### src/rtl/sipo_deserializer.sv
// rtl/sipo_deserializer.sv - LSB-first serial-to-parallel receive stage
// Reassembles WIDTH-bit words into a single-entry valid/ready holding register.
module sipo_deserializer #(
  parameter int WIDTH = 4
) (
  input  logic             clk,
  input  logic             rst,
  input  logic             s_in,
  input  logic             s_valid,
  input  logic             s_start,
  output logic [WIDTH-1:0] p_out,
  output logic             p_valid,
  input  logic             p_ready,
  output logic             busy,
  output logic             overrun,
  input  logic             clr_ovr
);

  localparam int            CW   = $clog2(WIDTH);
  localparam logic [CW-1:0] LAST = CW'(WIDTH - 1);

  logic [WIDTH-2:0] sh_q, sh_d;
  logic [CW-1:0]    cnt_q, cnt_d;
  logic [WIDTH-1:0] p_out_q, p_out_d;
  logic             p_valid_q, p_valid_d;
  logic             overrun_q, overrun_d;
  logic             pop, drop;

  always_comb begin
    sh_d      = sh_q;
    cnt_d     = cnt_q;
    p_out_d   = p_out_q;
    p_valid_d = p_valid_q;
    overrun_d = overrun_q;
    pop       = p_valid_q && p_ready;
    drop      = 1'b0;

    if (pop) p_valid_d = 1'b0;

    if (s_valid) begin
      if (s_start) begin
        // A framing marker restarts assembly; any partial word is discarded.
        sh_d    = '0;
        sh_d[0] = s_in;
        cnt_d   = CW'(1);
      end else if (cnt_q == LAST) begin
        cnt_d = '0;
        if (!p_valid_q || pop) begin
          p_out_d   = {s_in, sh_q};
          p_valid_d = 1'b1;
        end else begin
          drop = 1'b1;
        end
      end else begin
        for (int i = 0; i < WIDTH - 1; i++) begin
          if (cnt_q == CW'(i)) sh_d[i] = s_in;
        end
        cnt_d = cnt_q + CW'(1);
      end
    end

    if (drop) overrun_d = 1'b1;
    else if (clr_ovr) overrun_d = 1'b0;
  end

  always_ff @(posedge clk) begin
    if (!rst) begin
      sh_q      <= '0;
      cnt_q     <= '0;
      p_out_q   <= '0;
      p_valid_q <= 1'b0;
      overrun_q <= 1'b0;
    end else begin
      sh_q      <= sh_d;
      cnt_q     <= cnt_d;
      p_out_q   <= p_out_d;
      p_valid_q <= p_valid_d;
      overrun_q <= overrun_d;
    end
  end

  assign p_out   = p_out_q;
  assign p_valid = p_valid_q;
  assign overrun = overrun_q;
  assign busy    = (cnt_q != '0);

endmodule

### config.mk
export PLATFORM = sky130hd
export DESIGN_NAME = sipo_deserializer
export DESIGN_NICKNAME = d
export VERILOG_FILES = /design/src/rtl/sipo_deserializer.sv
export SDC_FILE = /design/constraint.sdc
export NUM_CORES = 1
export LEC_CHECK = 0
export CORE_AREA = 2 2 39 41
export CTS_CLUSTER_SIZE = 16
export DETAILED_ROUTE_END_ITERATION = 8
export DIE_AREA = 0 0 41 43
export GPL_TIMING_DRIVEN = 0
export PLACE_DENSITY = 0.68
export SYNTH_ARGS = -nofsm -noshare
export SYNTH_HDL_FRONTEND = slang
export SYNTH_SLANG_ARGS = --single-unit
export TNS_END_PERCENT = 10
### constraint.sdc
create_clock -name clk -period 1.8 [get_ports clk]
set_input_delay 0.45 -clock clk [delete_from_list [all_inputs] [get_ports clk]]
set_output_delay 0.45 -clock clk [all_outputs]
set_load 0.01 [all_outputs]
==> results.ini <==
[placement]
gp_congestion = 0.777
hpwl_um = 711
port_buffers = 12
place_ws_ns = 0.0572

[setup_path]
critPathMaxFanout = 6
cpMostUsedCell = inv_1
crit_start = cnt_q[0]$_SDFFE_PN0P_
cp-start-kind = register
max_stage_delay_ns = 0.38
endpoint = busy
cp.arrival_ns = 1.21
worst-r2r-cell-count = 4
cp.required_ns = 1.35
r2r_end = p_out[1]$_SDFFE_PN0P_
cp_cell_sequence = inv_1 -> ha_1 -> inv_1 -> dlygate4sd2_1
path_class = register to primary output
end_kind = primary output
reg2reg_slack_ns = 0.63
rr_startpoint = cnt_q[0]$_SDFFE_PN0P_
cp_slowest_cell = dfxtp_4

[yosys]
synth_simple_gate_area_share = 0.200
synth_area_um2 = 546
synth_top_family_by_area = simple AND/OR/NAND/NOR gates
ys_async_sr_fraction = 0
avgSynthCellArea_um2 = 9.25
yosys-top-cells-area = dfxtp_1 40%, ha_1 11%, mux2i_1 9.2%
ys_seq_area_frac = 0.404
synth_xor_xnor_area_share = 0
ys_types = 22
syn_inst = 59
ys.flop_type = dfxtp_1
muxShareOfSynthArea = 0.0917
synth_warnings = 0
synth_compound_area_frac = 0.124
synth_common_cells = 11 x dfxtp_1, 11 x nand2_1, 5 x ha_1, 5 x mux2i_1, 4 x inv_1
synth_top_area_share = 0.404
ys_ff_latch = 11
synthAdderAreaFrac = 0.115
synth_edf_count = 0
synth_top_cell_by_area = dfxtp_1
synth_nets = 71

[clocking]
clock_latency_ns = 0.26
path_clk_slew_ns = 0.07
cts_tree = yes
cts_inserted_buffers = 3
cts_sinks = 11
cts_root_buf = clkbuf_4
htree_levels = 1
ctsHoldBuffers = 0
cts.path.max_buffers = 2

[drt]
drt-initial-drc-count = 3
drc = 0
vias_per_cell = 4.95
antenna_left = 0
wire_per_inst_um = 9.97
wl_um = 907
first_pass_iters = 4
num_vias = 450

[timing]
skew_ns = 0.000579
hold_viol_final = 0
setup_ws_ns = 0.143
finalSetupTns_ns = 0
fmax_mhz = 603
rsz0062_at_grt = false
setup_viol = 0
drv_slew = 0
slew_headroom = 0.829
min_period_ns = 1.66
post-route-period-util = 0.921
tightest_slew_ns = 0.256

[floorplan]
core.rowCount = 14
die_w_um = 41
die_area_um2 = 1760
design.core.area_um2 = 1380
die_y_um = 43
initial_core_util = 0.394
top_level_ports = 14

[grt]
antenna_found_initial = 0
gr-total-overflow = 0
grt_pass1_vias = 388
grt_max_degree = 11
grt_first_pass_wirelength_um = 1560
grt.total_usage = 0.129

[pwr]
p_comb_frac = 0.114
switching_share = 0.230
p_seq_frac = 0.538
clockPowerShare = 0.348
p_total_w = 0.000470
max-vdd-ir-drop_mv = 0.351
cellInternalPower_w = 0.000362
p_leak_nw = 0.289
switchingPower_w = 0.000108
power_density_nw_per_um2 = 656

[cells_and_area]
layout-drive-gt1-share = 0.120
syn2layout_area_growth_pct = 31.2
n_antenna_cell = 0
finish.net_count = 88
fill_cells = 145

[outcome]
status = completed

[run]
drv_cap = 0

[min_path]
hp-class = register to register

cell families after synthesis:
group,count (synthesis)
simple gates,21
flops,11
compound gates,10
buf+inv,7
mux,5
fa+ha+maj,5
layout by cell type (no fill, tap or decap):
cell type / n
a31o_1: 1
dfxtp_1: 9
nor2_1: 2
or2_1: 1
clkbuf_4: 3
clkbuf_1: 1
o21ai_1: 2
a21boi_1: 1
mux2i_1: 5
ha_1: 5
a21oi_1: 1
nand2_1: 11
dlygate4sd2_1: 1
nand4b_1: 1
clkdlybuf4s50_1: 11
nand2b_2: 1
dfxtp_4: 1
buf_2: 2
o211a_1: 1
buf_6: 1
and2_1: 2
o211ai_1: 1
nand2b_1: 1
inv_1: 4
o22ai_1: 3
dfxtp_2: 1
nand3b_1: 1
and4b_1: 1
how the worst min path moves through the flow:
stage / startpoint / endpoint / slack, ns / depth (start not counted)
6_report: p_out[2]$_SDFFE_PN0P_ / p_out[2]$_SDFFE_PN0P_ / 0.46 / 2
5_1_grt: p_out[3]$_SDFFE_PN0P_ / p_out[3]$_SDFFE_PN0P_ / 0.47 / 2
4_1_cts: p_out[0]$_SDFFE_PN0P_ / p_out[0]$_SDFFE_PN0P_ / 0.46 / 2
3_5_place_dp: p_out[0]$_SDFFE_PN0P_ / p_out[0]$_SDFFE_PN0P_ / 0.45 / 2
3_3_place_gp: p_out[3]$_SDFFE_PN0P_ / p_out[3]$_SDFFE_PN0P_ / 0.44 / 2
2_1_floorplan: sh_q[0]$_SDFFE_PN0P_ / p_out[0]$_SDFFE_PN0P_ / 0.45 / 2
flip-flops by register name (all words and copies together) (netlist names):
register and count:
overrun 1, cnt_q 2, p_out 4, sh_q 3
p_valid 1
layer usage:
layer | track usage | wire length [µm] | vias up
met5 | 0 | 0 | -
li1 | - | - | 233
met1 | 0.161 | 440 | 204
met4 | 0.0600 | 13 | 0
met2 | 0.188 | 412 | 11
met3 | 0.0471 | 40 | 2
worst max-delay path: cells and delay by family (launching register included):
family	cells	cell delay, ns
flip-flops	1	0.38
buffers and inverters	3	0.36
adder cells (fa/ha/maj)	1	0.20
final cells by class:
| class | instances | area [µm²] | area share |
|---|---|---|---|
| plain buffers | 3 | 21.3 | 0.0297 |
| clock buffers | 4 | 26.3 | 0.0367 |
| inverters | 4 | 15.0 | 0.0210 |
| multi-input cells | 41 | 289 | 0.404 |
| flip-flops and latches | 11 | 225 | 0.315 |
| well taps | 16 | 20.0 | 0.0280 |
| repair buffers | 12 | 119 | 0.166 |
power by group through the flow:
stage / Clock (W) / Sequential (W) / Combinational (W)
floorplan: 0 / 0.000257 / 0.0000308
global placement: 0 / 0.000258 / 0.0000547
detailed placement: 0 / 0.000258 / 0.0000555
CTS: 0.000169 / 0.000253 / 0.0000539
global route: 0.000186 / 0.000254 / 0.0000617
finish: 0.000163 / 0.000253 / 0.0000536
per-stage QoR:
step,instances,util,area [µm²],hold slack (ns)
2_1_floorplan,59,-,546,0.446
3_3_place_gp,87,0.495,686,0.443
3_5_place_dp,87,0.495,686,0.451
4_1_cts,91,0.517,716,0.461
5_1_grt,91,0.517,716,0.474
6_report,91,0.517,716,0.459
what timing repair did:
item,4_1_cts,5_1_grt
hold endpoints to repair,0,0
resized for setup,4,0
setup endpoints to repair,1,0
setup buffers,0,0
(Power assumes the default switching activity.)
